===== src/rtl/controler_if.sv =====
// Control bus between the series-evaluation controller and its datapath.
// The controller sits on the slave modport (it receives start and the datapath
// flags and drives the strobes); the datapath or a bench uses the master modport.
interface controler_if;
    logic start;
    logic parity;
    logic stop_sign;
    logic ready;
    logic cnt_en;
    logic cnt_init0;
    logic sel_rom;
    logic sel_x;
    logic reg_x_ld;
    logic reg_y_ld;
    logic reg_tmp_ld;
    logic invert;
    logic minus;
    logic reg_res_ld;
    logic reg_tmp_init1;
    logic reg_res_init1;

    modport slave (
        input  start,
        input  parity,
        input  stop_sign,
        output ready,
        output cnt_en,
        output cnt_init0,
        output sel_rom,
        output sel_x,
        output reg_x_ld,
        output reg_y_ld,
        output reg_tmp_ld,
        output invert,
        output minus,
        output reg_res_ld,
        output reg_tmp_init1,
        output reg_res_init1
    );

    modport master (
        output start,
        output parity,
        output stop_sign,
        input  ready,
        input  cnt_en,
        input  cnt_init0,
        input  sel_rom,
        input  sel_x,
        input  reg_x_ld,
        input  reg_y_ld,
        input  reg_tmp_ld,
        input  invert,
        input  minus,
        input  reg_res_ld,
        input  reg_tmp_init1,
        input  reg_res_init1
    );
endinterface


===== src/rtl/controler.sv =====
// Control FSM for the iterative series-evaluation unit (y = sum +/- rom[k]*x^k).
// Produces only control strobes; arithmetic lives in the datapath.
// Optional macro CONTROLER_START_WAIT_EN adds SWAIT between IDLE and INIT so that
// a held start launches only one run, after start is released.
//
// state | meaning
// ------+-------------------------------------------------------------
// IDLE  | ready, waiting for start
// SWAIT | start seen, waiting for start to drop (macro build only)
// INIT  | load x, clear term counter, tmp=1, res=1
// MULX  | tmp <= tmp * x
// MULR  | tmp <= tmp * rom[cnt]
// ACC   | res <= res +/- tmp, advance counter, exit when stop_sign
// WRY   | y <= +/- res
module controler (
    input  logic        clk,
    input  logic        rst,
    controler_if.slave  bus
);

    typedef enum logic [2:0] {
        S_IDLE  = 3'd0,
        S_INIT  = 3'd1,
        S_MULX  = 3'd2,
        S_MULR  = 3'd3,
        S_ACC   = 3'd4,
        S_WRY   = 3'd5
`ifdef CONTROLER_START_WAIT_EN
        ,S_SWAIT = 3'd6
`endif
    } state_t;

    // acc/wry qualify the parity-dependent (Mealy) outputs minus/invert
    typedef struct packed {
        logic ready;
        logic cnt_en;
        logic cnt_init0;
        logic sel_rom;
        logic sel_x;
        logic reg_x_ld;
        logic reg_y_ld;
        logic reg_tmp_ld;
        logic reg_res_ld;
        logic reg_tmp_init1;
        logic reg_res_init1;
        logic acc;
        logic wry;
    } ctl_t;

    state_t state;
    ctl_t   ctl_q;

    function automatic state_t next_of(input state_t s, input logic start, input logic stop_sign);
        state_t n;
        n = S_IDLE;
        case (s)
            S_IDLE: begin
                if (start) begin
`ifdef CONTROLER_START_WAIT_EN
                    n = S_SWAIT;
`else
                    n = S_INIT;
`endif
                end else begin
                    n = S_IDLE;
                end
            end
`ifdef CONTROLER_START_WAIT_EN
            S_SWAIT: n = start ? S_SWAIT : S_INIT;
`endif
            S_INIT:  n = S_MULX;
            S_MULX:  n = S_MULR;
            S_MULR:  n = S_ACC;
            S_ACC:   n = stop_sign ? S_WRY : S_MULX;
            S_WRY:   n = S_IDLE;
            default: n = S_IDLE;
        endcase
        return n;
    endfunction

    function automatic ctl_t decode(input state_t s);
        ctl_t c;
        c = '0;
        case (s)
            S_IDLE: c.ready = 1'b1;
            S_INIT: begin
                c.reg_x_ld      = 1'b1;
                c.cnt_init0     = 1'b1;
                c.reg_tmp_init1 = 1'b1;
                c.reg_res_init1 = 1'b1;
            end
            S_MULX: begin
                c.sel_x      = 1'b1;
                c.reg_tmp_ld = 1'b1;
            end
            S_MULR: begin
                c.sel_rom    = 1'b1;
                c.reg_tmp_ld = 1'b1;
            end
            S_ACC: begin
                c.reg_res_ld = 1'b1;
                c.cnt_en     = 1'b1;
                c.acc        = 1'b1;
            end
            S_WRY: begin
                c.reg_y_ld = 1'b1;
                c.wry      = 1'b1;
            end
            default: c = '0;
        endcase
        return c;
    endfunction

    // State register; strobes are registered from the next state so they equal
    // a decode of the current state without a combinational decode tree on the outputs.
    always_ff @(posedge clk) begin
        if (rst) begin
            state <= S_IDLE;
            ctl_q <= decode(S_IDLE);
        end else begin
            state <= next_of(state, bus.start, bus.stop_sign);
            ctl_q <= decode(next_of(state, bus.start, bus.stop_sign));
        end
    end

    // Output drive; minus/invert follow parity within the same cycle.
    always_comb begin
        bus.ready         = ctl_q.ready;
        bus.cnt_en        = ctl_q.cnt_en;
        bus.cnt_init0     = ctl_q.cnt_init0;
        bus.sel_rom       = ctl_q.sel_rom;
        bus.sel_x         = ctl_q.sel_x;
        bus.reg_x_ld      = ctl_q.reg_x_ld;
        bus.reg_y_ld      = ctl_q.reg_y_ld;
        bus.reg_tmp_ld    = ctl_q.reg_tmp_ld;
        bus.reg_res_ld    = ctl_q.reg_res_ld;
        bus.reg_tmp_init1 = ctl_q.reg_tmp_init1;
        bus.reg_res_init1 = ctl_q.reg_res_init1;
        bus.minus         = ctl_q.acc & bus.parity;
        bus.invert        = ctl_q.wry & bus.parity;
    end

endmodule


===== src/flat_wrapper.sv =====
// flat-port wrapper written by rule: the top's interface ports become plain ports
module controler_flat 
  (clk, rst, bus_start, bus_parity, bus_stop_sign, bus_ready, bus_cnt_en, bus_cnt_init0, bus_sel_rom, bus_sel_x, bus_reg_x_ld, bus_reg_y_ld, bus_reg_tmp_ld, bus_invert, bus_minus, bus_reg_res_ld, bus_reg_tmp_init1, bus_reg_res_init1);
  controler_if bus_i ();
  input  logic clk;
  input  logic rst;
  input wire logic [$bits(bus_i.start)-1:0] bus_start;
  input wire logic [$bits(bus_i.parity)-1:0] bus_parity;
  input wire logic [$bits(bus_i.stop_sign)-1:0] bus_stop_sign;
  output wire logic [$bits(bus_i.ready)-1:0] bus_ready;
  output wire logic [$bits(bus_i.cnt_en)-1:0] bus_cnt_en;
  output wire logic [$bits(bus_i.cnt_init0)-1:0] bus_cnt_init0;
  output wire logic [$bits(bus_i.sel_rom)-1:0] bus_sel_rom;
  output wire logic [$bits(bus_i.sel_x)-1:0] bus_sel_x;
  output wire logic [$bits(bus_i.reg_x_ld)-1:0] bus_reg_x_ld;
  output wire logic [$bits(bus_i.reg_y_ld)-1:0] bus_reg_y_ld;
  output wire logic [$bits(bus_i.reg_tmp_ld)-1:0] bus_reg_tmp_ld;
  output wire logic [$bits(bus_i.invert)-1:0] bus_invert;
  output wire logic [$bits(bus_i.minus)-1:0] bus_minus;
  output wire logic [$bits(bus_i.reg_res_ld)-1:0] bus_reg_res_ld;
  output wire logic [$bits(bus_i.reg_tmp_init1)-1:0] bus_reg_tmp_init1;
  output wire logic [$bits(bus_i.reg_res_init1)-1:0] bus_reg_res_init1;
  assign bus_i.start = bus_start;
  assign bus_i.parity = bus_parity;
  assign bus_i.stop_sign = bus_stop_sign;
  assign bus_ready = bus_i.ready;
  assign bus_cnt_en = bus_i.cnt_en;
  assign bus_cnt_init0 = bus_i.cnt_init0;
  assign bus_sel_rom = bus_i.sel_rom;
  assign bus_sel_x = bus_i.sel_x;
  assign bus_reg_x_ld = bus_i.reg_x_ld;
  assign bus_reg_y_ld = bus_i.reg_y_ld;
  assign bus_reg_tmp_ld = bus_i.reg_tmp_ld;
  assign bus_invert = bus_i.invert;
  assign bus_minus = bus_i.minus;
  assign bus_reg_res_ld = bus_i.reg_res_ld;
  assign bus_reg_tmp_init1 = bus_i.reg_tmp_init1;
  assign bus_reg_res_init1 = bus_i.reg_res_init1;
  controler u_core (.clk(clk), .rst(rst), .bus(bus_i));
endmodule

===== config.mk =====
export PLATFORM = sky130hd
export DESIGN_NAME = controler_flat
export DESIGN_NICKNAME = d
export VERILOG_FILES = /design/src/rtl/controler_if.sv /design/src/rtl/controler.sv /design/src/flat_wrapper.sv
export SDC_FILE = /design/constraint.sdc
export NUM_CORES = 1
export LEC_CHECK = 0
export ABC_AREA = 1
export CORE_AREA = 5 5 42 44
export CTS_BUF_LIST = sky130_fd_sc_hd__clkbuf_8
export DETAILED_ROUTE_END_ITERATION = 6
export DIE_AREA = 0 0 47 49
export HOLD_SLACK_MARGIN = 0.12
export RECOVER_POWER = 25
export SYNTH_ARGS = -nofsm -noshare
export SYNTH_HDL_FRONTEND = slang
export SYNTH_SLANG_ARGS = --single-unit

===== constraint.sdc =====
create_clock -name clk -period 2.3 [get_ports clk]
set_clock_uncertainty 0.1 [all_clocks]
set_input_delay 0.46 -clock clk [delete_from_list [all_inputs] [get_ports clk]]
set_output_delay 0.46 -clock clk [all_outputs]
set_load 0.1 [all_outputs]

==> results.py, run 1 <==
metrics = {
    "run_status": {
        "status": "completed",
    },
    "cts": {
        "ctsHtreeMaxLevel": 1,
        "post_cts_buffers": 0,
        "clkTransAtPathRegs_ns": 0.05,
        "cts_sinks": 10,
        "cts_tree": "built",
        "cts_max_path_buffers": 2,
        "worstSkewPairLatency_ns": 0.23,
        "cts_buffers": 3,
        "post_cts_resized": 0,
        "cts-root-buf": "clkbuf_8",
        "hold_buffers": 0,
    },
    "sta": {
        "hold_viol": 0,
        "relSlewSlack_pct": 81.4,
        "fin_crit_sh_pct": 78.7,
        "tns_ns": 0,
        "setup_ws_ns": 0.490,
        "setup_viol": 0,
        "worstMarginPinSlew_ns": 0.282,
        "rsz0062_at_grt": "no",
        "period_minus_slack_ns": 1.81,
        "finalMaxSlewViolations": 0,
        "fmax_ghz": 0.553,
    },
    "critical_path": {
        "startpoint": "bus_parity",
        "start_kind": "primary input",
        "cp_slowest_cell": "clkdlybuf4s50_1",
        "path_cells": "clkdlybuf4s50_1 -> nand2_1 -> inv_1 -> buf_12",
        "r2r-start": "u_core.state[1]",
        "critPathMaxStageDelay_ns": 0.47,
        "critPathKind": "in2out",
        "crit_end": "bus_minus",
        "crit_fanout": 2,
        "cp_data_arrival_time_ns": 1.25,
        "required_ns": 1.74,
        "reg2regPathDepth": 6,
        "rrSetupSlack_ns": 1.20,
        "endpoint_kind": "output port",
        "reg2reg_to": "u_core.bus.ready",
    },
    "routing": {
        "ant_nets": 0,
        "drc": 0,
        "drtPass1Iterations": 2,
        "vias": 366,
        "drtIter0Drc": 5,
        "wl_per_cell_um": 8.63,
        "wl_um": 742,
        "vias_per_cell": 4.26,
    },
    "logic_synthesis": {
        "synth_xor_xnor_area_share_pct": 0,
        "synth_area_per_cell_um2": 7.55,
        "synth_cell_types": 13,
        "synth_fa_ha_area_share_pct": 0,
        "synth.area.top_cells": "dfxtp_1, nand2_1, buf_4",
        "yosysTopAreaCell": "dfxtp_1",
        "yosysWarnings": 0,
        "synth_top_area_share_pct": 50.0,
        "synthMuxAreaShare_pct": 0,
        "synth_top_family_by_area": "simple AND/OR/NAND/NOR gates",
        "syn_inst": 53,
        "ys_ff_latch": 10,
        "synth_compound_area_share_pct": 2.50,
        "syn_nets": 58,
        "synthSimpleGateAreaFrac_pct": 31.6,
        "syn_area_um2": 400,
        "ys_seq_area_share_pct": 50.0,
    },
    "place": {
        "gp_congestion": 0.773,
        "hpwl_um": 622,
        "place_ws_ns": 0.488,
        "io_buffers": 17,
        "post_dp_cell_area_um2": 553,
    },
    "grt": {
        "grt_max_degree": 8,
        "overflow": 0,
        "antenna_found_initial": 0,
        "grt_pass1_vias": 310,
        "grt.total_usage_pct": 7.64,
        "grt_pass1_wl_um": 1210,
    },
    "finish": {
        "nNetsFinal": 76,
        "fillCellCount": 139,
        "syn2layout_area_growth_pct": 51.9,
        "final_core_util_pct": 43.4,
        "final_layout_size_suffix_gt1_share_pct": 31.4,
        "antenna_cells": 0,
        "mostFrequentLayoutCells": "nand2_1, buf_4, dfxtp_1, nor2_1, inv_1",
        "stdcell_area_um2": 608,
    },
    "floorplan": {
        "row_count": 14,
        "die_w_um": 47,
        "start_util_pct": 28.6,
        "fp.coreArea_mm2": 0.00140,
        "die_y_um": 49,
        "pin_count": 18,
        "die-area_mm2": 0.00230,
    },
    "power": {
        "sw_frac_of_total_pct": 35.2,
        "p_per_area_mw_per_mm2": 949,
        "p_clk_share_pct": 36.8,
        "p_comb_share_pct": 29.0,
        "p_sw_uw": 203,
        "seq_power_share_pct": 34.1,
        "ir_drop_v": 0.000449,
        "power.internal_uw": 374,
        "p_leak_nw": 0.319,
    },
    "run": {
        "maxCapViolations": 0,
    },
    "min_path": {
        "min_path_type": "reg2reg",
    },
}
==> layout make-up <==
class | count | area (µm²) | share of cell area, %
Clock buffer | 4 | 55.1 | 9.05
Inverter | 9 | 33.8 | 5.56
Multi-Input combinational cell | 30 | 136 | 22.4
Sequential cell | 10 | 200 | 32.9
Tap cell | 16 | 20.0 | 3.29
Timing Repair Buffer | 17 | 163 | 26.7
==> layer usage <==
layer	GRT usage, %	share of wire [%]
met1	7.35	37
met2	10.6	44
met3	7.01	18
met4	4.15	1.1
met5	0	0
==> cells in the mapped netlist, drive strengths merged <==
cell / instances
nand2: 12
nor2: 9
nand3: 6
inv: 9
a21oi: 1
buf: 4
nand3b: 1
o21ai: 1
dfxtp: 10
==> stage by stage <==
step | power (mW) | hold WS [ns] | std cells
floorplan | 0.337 | 0.412 | 53
global route | 0.610 | 0.500 | 86
finish | 0.577 | 0.452 | 86
global placement | 0.368 | 0.446 | 82
CTS | 0.587 | 0.454 | 86
detailed placement | 0.369 | 0.450 | 82
==> worst min path at each step <==
stage | from | endpoint | slack [ns] | cells after the start
floorplan | u_core.state[2] | u_core.ctl_q[0] | 0.41 | 2
global placement | u_core.state[1] | u_core.bus.sel_rom | 0.45 | 2
detailed placement | u_core.state[2] | u_core.ctl_q[0] | 0.45 | 2
CTS | u_core.state[2] | u_core.ctl_q[0] | 0.45 | 2
global route | u_core.state[2] | u_core.ctl_q[0] | 0.50 | 2
finish | u_core.state[2] | u_core.ctl_q[0] | 0.45 | 2
==> critical path: cells and delay by family <==
family / cells / cell delay [ns]
buffers and inverters: 3 / 0.74
and+or+nand+nor: 1 / 0.05
==> cell families after synthesis <==
| kind of cell | after synthesis |
|---|---|
| flip-flops | 10 |
| buffers and inverters | 13 |
| AND/OR/NAND/NOR | 28 |
| AO/OA/AOI/OAI | 2 |
==> registers in the layout (all words and copies together), names as in the netlist <==
signal and cells:
u_core.bus.sel_rom 1, u_core.bus.cnt_init0 1, u_core.bus.reg_tmp_ld 1, u_core.ctl_q 2, u_core.state 3, u_core.bus.sel_x 1
u_core.bus.ready 1
==> power by group through the flow <==
stage | combinational (mW) | sequential (mW) | clock [mW]
4_1_cts | 0.169 | 0.197 | 0.220
5_1_grt | 0.177 | 0.199 | 0.233
2_1_floorplan | 0.0731 | 0.264 | 0
6_report | 0.168 | 0.197 | 0.213
3_5_place_dp | 0.169 | 0.200 | 0
3_3_place_gp | 0.168 | 0.200 | 0
Power figures use the tool's default switching activity.
==> run 2: changes to the inputs <==
Clock period 2.3 ns to 1.5 ns, I/O delays scaled along.
==> results.py, run 2 (synthesized netlist as in run 1, its figures left out) <==
metrics = {
    "run_status": {
        "status": "completed",
    },
    "finish": {
        "layout_commonest_cell": "buf_12",
        "antenna_cells": 0,
        "final_core_util_pct": 54.3,
        "reg_top3": "u_core.state x3, u_core.ctl_q x2",
        "syn2layout_area_growth_pct": 90.0,
        "regMostFlops": "u_core.state",
        "multi_input_area_um2": 139,
        "final_layout_size_suffix_gt1_share_pct": 39.4,
        "instances_no_fill": 87,
        "nNetsFinal": 77,
        "fillCellCount": 125,
        "largest_reg_flops": 3,
        "mostFrequentLayoutCells": "buf_12, nand2_1, nor2_1, dfxtp_1",
        "regArea_um2": 206,
    },
    "power": {
        "sw_frac_of_total_pct": 34.9,
        "ir_drop_v": 0.000687,
        "p_comb_share_pct": 32.2,
        "seq_power_share_pct": 32.5,
        "p_clk_share_pct": 35.3,
        "p_leak_nw": 0.347,
        "power_uw": 959,
        "p_sw_uw": 335,
        "p_per_area_mw_per_mm2": 1260,
        "power.internal_uw": 624,
    },
    "critical_path": {
        "reg2regPathDepth": 6,
        "endpoint_kind": "output port",
        "critPathMaxStageDelay_ns": 0.38,
        "path_cells": "nand2_1 -> inv_2 -> buf_12",
        "crit_buf_inv": 2,
        "rrSetupSlack_ns": 0.39,
        "required_ns": 1.10,
        "cp_slowest_cell": "dfxtp_2",
        "r2r-start": "u_core.state[1]",
        "start_kind": "flip-flop",
        "critPathKind": "reg2out",
        "crit_fanout": 3,
        "cp_data_arrival_time_ns": 0.94,
        "critical-path-top-delay-family": "flip-flops",
        "reg2reg_to": "u_core.bus.ready",
    },
    "grt": {
        "grt.total_usage_pct": 8.15,
        "grt_max_degree": 7,
        "grt_pass1_vias": 338,
        "grt_pass1_wl_um": 1330,
        "antenna_found_initial": 0,
        "overflow": 0,
    },
    "routing": {
        "drtPass1Iterations": 2,
        "wl_um": 793,
        "drtIter0Drc": 3,
        "drc": 0,
        "wl_per_cell_um": 9.11,
        "ant_nets": 0,
        "vias": 367,
        "vias_per_cell": 4.22,
    },
    "place": {
        "io_buffers": 17,
        "placed_cells": 83,
        "place_ws_ns": -0.00957,
        "hpwl_um": 656,
        "gp_congestion": 0.748,
    },
    "sta": {
        "setup_ws_ns": 0.163,
        "finalMaxSlewViolations": 0,
        "period_minus_slack_ns": 1.34,
        "hold_viol": 0,
        "relSlewSlack_pct": 85.0,
        "rsz0062_at_grt": "no",
        "worstMarginPinSlew_ns": 0.223,
        "fin_crit_sh_pct": 89.1,
        "fmax_ghz": 0.748,
        "setup_viol": 0,
    },
    "cts": {
        "cts-root-buf": "clkbuf_8",
        "cts_max_path_buffers": 2,
        "ctsHtreeMaxLevel": 1,
        "clkTransAtPathRegs_ns": 0.05,
        "cts_tree": "built",
        "cts_buffers": 3,
        "cts_sinks": 10,
        "worstSkewPairLatency_ns": 0.24,
    },
    "min_path": {
        "min-delay-start": "u_core.state[1]",
        "min_path_type": "reg2reg",
        "whs_endpoint": "u_core.bus.sel_rom",
        "holdPathStages": 2,
    },
    "floorplan": {
        "pin_count": 18,
        "die-area_mm2": 0.00230,
        "die_w_um": 47,
        "die_y_um": 49,
        "fp.coreArea_mm2": 0.00140,
        "row_count": 14,
        "start_util_pct": 28.6,
    },
    "run": {
        "maxCapViolations": 0,
    },
}
run 2: worst max path at each step:
stage | start | slack (ns) | depth (start not counted) | endpoint
after detailed placement | bus_parity | -0.01 | 4 | bus_invert
after global routing | u_core.ctl_q[1] | 0.11 | 3 | bus_minus
after global placement | bus_parity | -0.006 | 4 | bus_invert
after CTS | u_core.ctl_q[1] | 0.15 | 3 | bus_minus
final | u_core.ctl_q[1] | 0.16 | 3 | bus_minus
after floorplan | u_core.ctl_q[1] | -0.25 | 2 | bus_minus
run 2: area by class of cell:
type | count | share of cell area, %
tap | 16 | 2.63
inverter | 9 | 4.93
timing repair buffer | 18 | 39.8
multi-input combinational | 30 | 18.3
sequential | 10 | 27.1
clock buffer | 4 | 7.24
run 2: worst register-to-register path, stage by stage, from the launching register on:
cell and delay [ns]:
dfxtp_1 0.35, nor2_2 0.20, nand3_2 0.12, nand2_2 0.09, inv_2 0.04, nand2_1 0.05, nand2_1 0.04
run 2: power by group through the flow:
stage	Sequential, mW	Combinational [mW]	Clock (mW)
2_1_floorplan	0.403	0.112	0
3_3_place_gp	0.317	0.311	0
3_5_place_dp	0.317	0.313	0
4_1_cts	0.312	0.313	0.348
5_1_grt	0.315	0.324	0.356
6_report	0.312	0.309	0.338
run 2: what timing repair did:
item / in CTS / in global routing
resized for setup: 3 / 0
setup endpoints to repair: 2 / 0
setup buffers: 0 / 0
hold buffers: 0 / 0
run 2: stage by stage:
| stage | hold WS (ns) | area [µm²] | TNS [ns] |
|---|---|---|---|
| finish | 0.444 | 761 | 0 |
| global route | 0.471 | 761 | 0 |
| global placement | 0.426 | 708 | -0.00775 |
| detailed placement | 0.440 | 708 | -0.0137 |
| CTS | 0.445 | 764 | 0 |
| floorplan | 0.263 | 410 | -0.254 |
run 2: routing by layer:
metal	track usage, %	part of all wire [%]	up-vias
li1	-	-	192
met1	9.64	40	154
met2	11.3	46	18
met3	2.58	10	3
met4	6.91	3.8	0
met5	0	0	-
==> run 3: changes to the inputs <==
Settings changed: CTS_CLUSTER_SIZE set to 28.
==> results of run 3 <==
Same layout as run 2: the final DEF is identical, and so are final timing and power.
